**src/rtl/rom_stream_reader_if.sv**
```systemverilog
// Command, ROM-side and output-stream signals of the ROM burst reader.
// master: the reader itself; slave: the surrounding environment.
interface rom_stream_reader_if #(
  parameter int unsigned DATA_W = 16,
  parameter int unsigned ADDR_W = 4
);
  logic              start;
  logic [ADDR_W-1:0] start_addr;
  logic [ADDR_W:0]   count;
  logic              rom_r_en;
  logic [ADDR_W-1:0] rom_addr;
  logic [DATA_W-1:0] rom_data;
  logic              out_valid;
  logic [DATA_W-1:0] out_data;
  logic              out_last;
  logic              out_ready;
  logic              busy;
  logic              done;

  modport master (
    input  start, start_addr, count, rom_data, out_ready,
    output rom_r_en, rom_addr, out_valid, out_data, out_last, busy, done
  );

  modport slave (
    output start, start_addr, count, rom_data, out_ready,
    input  rom_r_en, rom_addr, out_valid, out_data, out_last, busy, done
  );
endinterface

```
**src/rtl/rom_stream_reader.sv**
```systemverilog
// Burst sequencer for a 1-cycle registered ROM. Issues reads under a 2-credit
// scheme and returns the words as a valid/ready stream through a 2-entry buffer.
module rom_stream_reader #(
  parameter int unsigned DATA_W = 16,
  parameter int unsigned ADDR_W = 4
) (
  input logic                 clk,
  input logic                 rst_n,
  rom_stream_reader_if.master bus
);

  typedef enum logic [1:0] {StIdle, StRead, StFlush} state_e;

  state_e            r_state;
  logic [ADDR_W-1:0] r_addr;
  logic [ADDR_W:0]   r_issue_cnt;
  logic [ADDR_W:0]   r_rem_cnt;
  logic              r_in_flight;
  logic              r_busy;
  logic              r_done;
  // Entry 0 is always the head, so the stream outputs come straight from flops.
  logic [DATA_W-1:0] r_buf_data [2];
  logic [1:0]        r_buf_last;
  logic [1:0]        r_occ;

  logic       w_pop;
  logic       w_push;
  logic       w_push_last;
  logic       w_issue;
  logic [2:0] w_credit_used;
  logic       w_wr_idx;

  assign w_pop         = (r_occ != 2'd0) & bus.out_ready;
  assign w_push        = r_in_flight;
  assign w_push_last   = (r_rem_cnt == (ADDR_W + 1)'(1));
  assign w_credit_used = {1'b0, r_occ} + {2'b00, r_in_flight};
  // A handshake this cycle frees a slot in time for the word returning next cycle.
  assign w_issue       = (r_state == StRead) & ((w_credit_used < 3'd2) | w_pop);
  // Write slot accounts for the head leaving on the same edge.
  assign w_wr_idx      = ((r_occ - 2'(w_pop)) != 2'd0);

  assign bus.rom_r_en  = w_issue;
  assign bus.rom_addr  = r_addr;
  assign bus.out_valid = (r_occ != 2'd0);
  assign bus.out_data  = r_buf_data[0];
  assign bus.out_last  = r_buf_last[0];
  assign bus.busy      = r_busy;
  assign bus.done      = r_done;

  // Command FSM: latches bursts, advances the issue address, signals completion.
  always_ff @(posedge clk or negedge rst_n) begin
    if (!rst_n) begin
      r_state     <= StIdle;
      r_addr      <= '0;
      r_issue_cnt <= '0;
      r_rem_cnt   <= '0;
      r_busy      <= 1'b0;
      r_done      <= 1'b0;
    end else begin
      r_done <= 1'b0;
      if (w_push) r_rem_cnt <= r_rem_cnt - (ADDR_W + 1)'(1);
      case (r_state)
        StIdle: begin
          if (bus.start) begin
            if (bus.count != '0) begin
              r_addr      <= bus.start_addr;
              r_issue_cnt <= bus.count;
              r_rem_cnt   <= bus.count;
              r_busy      <= 1'b1;
              r_state     <= StRead;
            end else begin
              r_done <= 1'b1;
            end
          end
        end
        StRead: begin
          if (w_issue) begin
            r_addr      <= r_addr + ADDR_W'(1);
            r_issue_cnt <= r_issue_cnt - (ADDR_W + 1)'(1);
            if (r_issue_cnt == (ADDR_W + 1)'(1)) r_state <= StFlush;
          end
        end
        StFlush: begin
          if (w_pop && r_buf_last[0]) begin
            r_busy  <= 1'b0;
            r_done  <= 1'b1;
            r_state <= StIdle;
          end
        end
        default: r_state <= StIdle;
      endcase
    end
  end

  // Read-in-flight tracker plus the 2-entry output buffer (shift-on-pop).
  always_ff @(posedge clk or negedge rst_n) begin
    if (!rst_n) begin
      r_in_flight <= 1'b0;
      r_occ       <= 2'd0;
      r_buf_last  <= 2'b00;
      for (int i = 0; i < 2; i++) r_buf_data[i] <= '0;
    end else begin
      r_in_flight <= w_issue;
      if (w_pop) begin
        r_buf_data[0] <= r_buf_data[1];
        r_buf_last[0] <= r_buf_last[1];
      end
      if (w_push) begin
        r_buf_data[w_wr_idx] <= bus.rom_data;
        r_buf_last[w_wr_idx] <= w_push_last;
      end
      r_occ <= r_occ + 2'(w_push) - 2'(w_pop);
    end
  end

endmodule

```
**src/flat_wrapper.sv**
```systemverilog
// flat-port wrapper written by rule: the top's interface ports become plain ports
module rom_stream_reader_flat 
#(
  parameter int unsigned DATA_W = 16,
  parameter int unsigned ADDR_W = 4
)
  (clk, rst_n, bus_start, bus_start_addr, bus_count, bus_rom_data, bus_out_ready, bus_rom_r_en, bus_rom_addr, bus_out_valid, bus_out_data, bus_out_last, bus_busy, bus_done);
  rom_stream_reader_if #(.DATA_W(DATA_W), .ADDR_W(ADDR_W)) bus_i ();
  input logic clk;
  input logic rst_n;
  input wire logic [$bits(bus_i.start)-1:0] bus_start;
  input wire logic [$bits(bus_i.start_addr)-1:0] bus_start_addr;
  input wire logic [$bits(bus_i.count)-1:0] bus_count;
  input wire logic [$bits(bus_i.rom_data)-1:0] bus_rom_data;
  input wire logic [$bits(bus_i.out_ready)-1:0] bus_out_ready;
  output wire logic [$bits(bus_i.rom_r_en)-1:0] bus_rom_r_en;
  output wire logic [$bits(bus_i.rom_addr)-1:0] bus_rom_addr;
  output wire logic [$bits(bus_i.out_valid)-1:0] bus_out_valid;
  output wire logic [$bits(bus_i.out_data)-1:0] bus_out_data;
  output wire logic [$bits(bus_i.out_last)-1:0] bus_out_last;
  output wire logic [$bits(bus_i.busy)-1:0] bus_busy;
  output wire logic [$bits(bus_i.done)-1:0] bus_done;
  assign bus_i.start = bus_start;
  assign bus_i.start_addr = bus_start_addr;
  assign bus_i.count = bus_count;
  assign bus_i.rom_data = bus_rom_data;
  assign bus_i.out_ready = bus_out_ready;
  assign bus_rom_r_en = bus_i.rom_r_en;
  assign bus_rom_addr = bus_i.rom_addr;
  assign bus_out_valid = bus_i.out_valid;
  assign bus_out_data = bus_i.out_data;
  assign bus_out_last = bus_i.out_last;
  assign bus_busy = bus_i.busy;
  assign bus_done = bus_i.done;
  rom_stream_reader #(.DATA_W(DATA_W), .ADDR_W(ADDR_W)) u_core (.clk(clk), .rst_n(rst_n), .bus(bus_i));
endmodule
```
**config.mk**
```make
export PLATFORM = sky130hd
export DESIGN_NAME = rom_stream_reader_flat
export DESIGN_NICKNAME = d
export VERILOG_FILES = /design/src/rtl/rom_stream_reader_if.sv /design/src/rtl/rom_stream_reader.sv /design/src/flat_wrapper.sv
export SDC_FILE = /design/constraint.sdc
export NUM_CORES = 1
export LEC_CHECK = 0
export CORE_UTILIZATION = 40
export CTS_CLUSTER_SIZE = 8
export DETAILED_ROUTE_END_ITERATION = 7
export HOLD_SLACK_MARGIN = 0.05
export PLACE_DENSITY = 0.67
export SYNTH_ARGS = -nofsm -noshare
export SYNTH_HDL_FRONTEND = slang
export SYNTH_SLANG_ARGS = --single-unit
```
**constraint.sdc**
```tcl
create_clock -name clk -period 1.7 [get_ports clk]
set_clock_uncertainty 0.05 [all_clocks]
set_input_delay 0.34 -clock clk [delete_from_list [all_inputs] [get_ports clk]]
set_output_delay 0.34 -clock clk [all_outputs]
set_load 0.03 [all_outputs]
```
Word level (Yosys, flattened, before mapping) --
Cells that the tools add are included.
Storage, ports and cells: output and inout bits 25, bits of input ports 29, register bits 55, logic and storage cells 85
Cells by class: magnitude comparators 5, reduce and logical (&&, ||, !) cells 12, bitwise operators 4, mux-type cells 36, equality and inequality tests 9, add/sub/neg operators 7
Operator list (count):
- 5-bit two-way mux | 7
- 32-bit bitwise mux | 1
- 16-bit two-way mux | 2
- 32-bit two-way mux | 1
- 16-bit demux with 1-bit select | 1
- 4-bit two-way mux | 3
- 5-bit by 1-bit equality test with 1-bit output (second input constant) | 2
- 2-bit two-way mux | 5
- 5-bit case mux with 2 select lines | 1
- 5-bit by 1-bit subtractor with 5-bit output (second input constant) | 2
- 1-bit two-way mux | 9
- 4-bit case mux with 2 select lines | 1
- 4-bit AND reduction | 2
- 2-bit nonzero test | 4
- 2-bit by 1-bit != test with 1-bit output (second input constant) | 3
- 2-bit case mux with 3 select lines | 1
- 5-bit AND reduction | 1
- 5-bit nonzero test | 1
- 4-bit by 1-bit adder with 4-bit output (second input constant) | 1
- 2-bit != test (second input constant) | 2
- 1-bit case mux with 2 select lines | 2
- 2-bit by 1-bit subtractor with 2-bit output | 2
- 2-bit by 1-bit adder with 3-bit output | 1
- 1-bit logical AND | 3
- other kinds (14) | 15

Depth between registers and ports, before layout --
word-level depth 11, gate-level depth with buffers 8, gate-level depth less buffers 6

Worst setup path before layout --
No wires, ideal clock.
path type reg-to-reg, from register u_core.r_occ[1], to register u_core.r_occ[1], clock period less this slack 1.789 ns, arrival time 1.610 ns, library setup time 0.129 ns, data required time 1.521 ns, stages on the path, launching flop included 9, slack -0.089 ns, path buffers 2, path through dfrtp_1 clkbuf_1 o21a_1 buf_2 ha_1 inv_1 ha_1 xnor2_1 xnor2_1
On the way: cells in the longest elaborated chain, start to end 3, elaborated cells between the ends (all ways) 4, those cells by class add/sub (2); bitwise (1); reduce/logical (1)
RTL lines:
- from (decl) | RTL line rom_stream_reader.sv:24 | logic [1:0] r_occ;
- from (signal assigned) | RTL line rom_stream_reader.sv:112 | r_occ <= r_occ + 2'(w_push) - 2'(w_pop);
- parallel branches: the longest is 2 deep, another holds 2-bit by 1-bit adder with 2-bit output
- 2-bit by 1-bit subtractor with 2-bit output (*) | RTL line rom_stream_reader.sv:112
Every way passes the cells marked *. A chain may end at the register's enable or synchronous reset.

Final worst setup path --
from input bus_count[3], to register u_core.r_addr[1] (netlist: u_core.bus.rom_addr[1])
On the way: cells in the longest elaborated chain, start to end 3
RTL lines:
- from (decl) | RTL line flat_wrapper.sv:13 | input wire logic [$bits(bus_i.count)-1:0] bus_count;
- 5-bit nonzero test | RTL line rom_stream_reader.sv:65 | if (bus.count != '0) begin
- 2-bit by 1-bit != test with 1-bit output (no line)
- 4-bit AND reduction (no line)
- to (signal assigned) | RTL line rom_stream_reader.sv:66 | r_addr <= bus.start_addr;
- to (signal assigned) | RTL line rom_stream_reader.sv:78 | r_addr <= r_addr + ADDR_W'(1);
- to (decl) | RTL line rom_stream_reader.sv:15 | logic [ADDR_W-1:0] r_addr;
Every way passes these cells.

==> metrics.log <==
INFO  metric yosysWarnings = 0
INFO  metric synth_flop_cell = sky130_fd_sc_hd__dfrtp_1
INFO  metric setup_ws = 63.8 ps
INFO  metric required = 1850 ps
INFO  metric post_synth_edffs = 0
INFO  metric cts_htree_levels = 2
INFO  metric detailedRoute.firstPassIterationCount = 4
INFO  metric critical_path.endpoint = u_core.bus.rom_addr[1]
INFO  metric layout-drive-gt1-share = 27.5%
INFO  metric fillCellCount = 557
INFO  metric core-area = 6490 um2
INFO  metric final-max-slew-violation-count = 0
INFO  metric clock_power_share = 9.9%
INFO  metric drcViolationCount = 0
INFO  metric synth-seq-cells = 55
INFO  metric first_global_vias = 1,981
INFO  metric cpLargestDelayFamily = simple AND/OR/NAND/NOR gates
INFO  metric cts_tree = yes
INFO  metric die_width = 85.1 um
INFO  metric row_cnt = 29
INFO  metric dpl-instance-area = 3530 um2
INFO  metric clock_insertion_delay_worst_skew = 310 ps
INFO  metric drv_cap = 0
INFO  metric worstSetupEndpointType = register
INFO  metric timing.hold.ws = 393 ps
INFO  metric outcome = finished, final reports clean
INFO  metric timing.reg2reg.worst_path_depth = 5
INFO  metric design_area = 3700 um2
INFO  metric antenna_violations_before_repair = 0
INFO  metric max-slew-margin-rel = 70.6%
INFO  metric criticalPathCategory = in -> reg
INFO  metric hold_path.class = in -> reg
INFO  metric critical_path.cell_chain = dlygate4sd2_1, or4_4, o21ai_4, nand2_4, mux2_4
INFO  metric p_sw = 2.91 mW
INFO  metric post_synth_instance_area = 2770 um2
INFO  metric vdd_drop_max = 918 uV
INFO  metric clock_path_buffers = 2
INFO  metric worst_ep_arrival_time = 1780 ps
INFO  metric cpPeakStageDelay = 520 ps
INFO  metric fp.dieArea = 7250 um2
INFO  metric cts_root_buffer = sky130_fd_sc_hd__clkbuf_8
INFO  metric finalHoldViolations = 0
INFO  metric period_share = 96.2%
INFO  metric cts_inserted_buffers = 5
INFO  metric post-dp-hpwl = 4180 um
INFO  metric track_usage = 16.7%
INFO  metric syn-num-nets = 286
INFO  metric synth_cells = 250
INFO  metric synthDistinctLibCells = 44
INFO  metric crit_cells = 5
INFO  metric synth_area_per_cell = 11.1 um2
INFO  metric iter_0_drt_violations = 90
INFO  metric final_antenna_net_count = 0
INFO  metric p_sw_share = 40.5%
INFO  metric path_buf_inv = 1
INFO  metric layout.cells.most_common = sky130_fd_sc_hd__dfrtp_1
INFO  metric leakagePower = 1.68 nW
INFO  metric clkTransAtPathRegs = 90 ps
INFO  metric power.sequential.fraction = 33.6%
INFO  metric grt.overflow.total = 0
INFO  metric grt_start_max_net_pins = 23
INFO  metric floorplan.die.height = 85.1 um
INFO  metric r2r-start = u_core.r_occ[1]
INFO  metric flow.area_growth_from_synthesis = 33.8%
INFO  metric globalplace.congestion = 0.795
INFO  metric final-setup-viol-count = 0
INFO  metric cts_num_sinks = 55
INFO  metric fin_tns_setup = 0 ps
INFO  metric route.detailed.wl_per_inst = 14.3 um
INFO  metric timing.critical_path.slowest_stage_cell = sky130_fd_sc_hd__or4_4
INFO  metric powerDensity = 1940 nW/um2
INFO  metric timing.fmax = 611 MHz
INFO  metric finalWorstPathRequiredPeriod = 1640 ps
INFO  metric grt_pass1_wl = 9450 um
INFO  metric floorplan.initialDensity = 42.6%
INFO  metric crit_path_start_kind = input pin
INFO  metric routed-via-count = 2,013
INFO  metric drt-total-wl = 5610 um
INFO  metric total_power = 7.17 mW
INFO  metric num_antenna_cells = 0
INFO  metric placement.io_buffers = 53
INFO  metric unrepaired_setup_endpoints_after_global_routing = false
INFO  metric synth-async-reset-ratio = 100%
INFO  metric detail_route.vias_per_cell = 5.12
INFO  metric critical_path_peak_fanout = 6
INFO  metric design.portCount = 54
INFO  metric cp-startpoint = bus_count[3]
INFO  metric r2r-end = u_core.r_buf_last[1]
INFO  metric comb_power_share = 56.4%
INFO  metric preCtsSetupSlack = -545 ps
INFO  metric p_int = 4.27 mW
INFO  metric layout_common_cells = 52 x sky130_fd_sc_hd__dfrtp_1, 30 x sky130_fd_sc_hd__nand2_1, 25 x sky130_fd_sc_hd__dlygate4sd2_1, 22 x sky130_fd_sc_hd__o21ai_0, 22 x sky130_fd_sc_hd__clkdlybuf4s50_1
INFO  metric r2r_setup_slack = 130 ps
INFO  metric final_net_count = 351
INFO  metric ys_seq_area_share = 49.8%
INFO  metric timing_worst_slew_pin_value = 441 ps
power groups by stage:
stage	clock, mW	sequential (mW)	combinational (mW)
after CTS	0.747	2.39	3.99
final	0.712	2.41	4.05
after global routing	0.795	2.49	4.42
after floorplan	0	2.42	2.84
after detailed placement	0	2.41	4.07
after global placement	0	2.39	3.99
metal layers:
metal | part of all wire, % | vias up | track usage [%]
li1 | - | 993 | -
met1 | 47 | 958 | 22.0
met2 | 48 | 58 | 28.2
met3 | 4.8 | 4 | 3.50
met4 | 0.53 | 0 | 4.16
met5 | 0 | - | 0
worst register-to-register path, cell delays in order, from the launching register on:
cell                      delay [ps]
sky130_fd_sc_hd__dfrtp_2         450
sky130_fd_sc_hd__buf_6           130
sky130_fd_sc_hd__buf_4           140
sky130_fd_sc_hd__o21ai_2         170
sky130_fd_sc_hd__buf_12          180
sky130_fd_sc_hd__mux2_2          340
worst min path at each step:
| stage | depth (start not counted) | to | startpoint |
|---|---|---|---|
| after global placement | 1 | u_core.bus.out_data[0] | rst_n |
| after CTS | 2 | u_core.bus.out_data[0] | rst_n |
| after global routing | 3 | u_core.r_in_flight | bus_out_ready |
| after floorplan | 0 | u_core.bus.busy | rst_n |
| after detailed placement | 1 | u_core.bus.out_data[0] | rst_n |
| final | 3 | u_core.r_in_flight | bus_out_ready |
sequential cells by signal (all words and copies together), names as in the netlist:
signal and cells:
u_core.r_occ 2, u_core.r_rem_cnt 5, u_core.r_issue_cnt 5, u_core.bus.out_data 16, u_core.bus.done 1, u_core.r_in_flight 1, u_core.bus.busy 1, u_core.r_buf_data 16
u_core.r_state 2, u_core.bus.rom_addr 4, u_core.r_buf_last 2
Yosys cell counts (4+ instances only):
cell type                   n  area share, %
sky130_fd_sc_hd__inv_1      8            1.1
sky130_fd_sc_hd__o21ai_0   22            4.0
sky130_fd_sc_hd__nor2_1     8            1.1
sky130_fd_sc_hd__clkbuf_1   5           0.68
sky130_fd_sc_hd__a22o_1     4            1.3
sky130_fd_sc_hd__nand3_1    5           0.90
sky130_fd_sc_hd__mux2_2    17            6.9
sky130_fd_sc_hd__buf_2      5           0.90
sky130_fd_sc_hd__mux2i_1   18            6.5
sky130_fd_sc_hd__buf_4     16            4.3
sky130_fd_sc_hd__a21oi_1    7            1.3
sky130_fd_sc_hd__dfrtp_1   55             50
sky130_fd_sc_hd__nand2_1   30            4.1
sky130_fd_sc_hd__ha_1       7            3.2
cell families (layout without fill, tap and decap cells):
kind of cell | after synthesis | count (layout) | synth area share, %
multiplexers | 36 | 36 | 14.0
adder cells (fa/ha/maj) | 7 | 7 | 3.17
AND/OR/NAND/NOR | 59 | 59 | 10.4
buffers and inverters | 36 | 101 | 7.56
flip-flops | 55 | 55 | 49.8
XOR/XNOR | 6 | 6 | 1.90
AO/OA/AOI/OAI | 51 | 52 | 13.2
through the flow:
step | cells | util [%]
after floorplan | 250 | -
after global placement | 379 | 54.4
after detailed placement | 379 | 54.4
after CTS | 391 | 56.1
after global routing | 393 | 57.0
final | 393 | 57.0
repair_timing:
item	in CTS	in global routing
setup buffers	2	2
endpoints found under the hold margin	15	0
resized for setup	34	14
cloned	1	0
pin swaps	5	4
hold buffers	1	0
endpoints found under the setup margin	39	6
layout make-up:
class | instances | area [um2] | share of cell area [%]
well taps | 77 | 96.3 | 2.60
inverters | 8 | 30.0 | 0.812
flip-flops and latches | 55 | 1380 | 37.3
repair buffers | 85 | 845 | 22.8
clock buffers | 5 | 68.8 | 1.86
multi-input cells | 160 | 1260 | 34.1
clock inverters | 3 | 20.0 | 0.541
No activity file was read; power rests on OpenSTA's default activity.
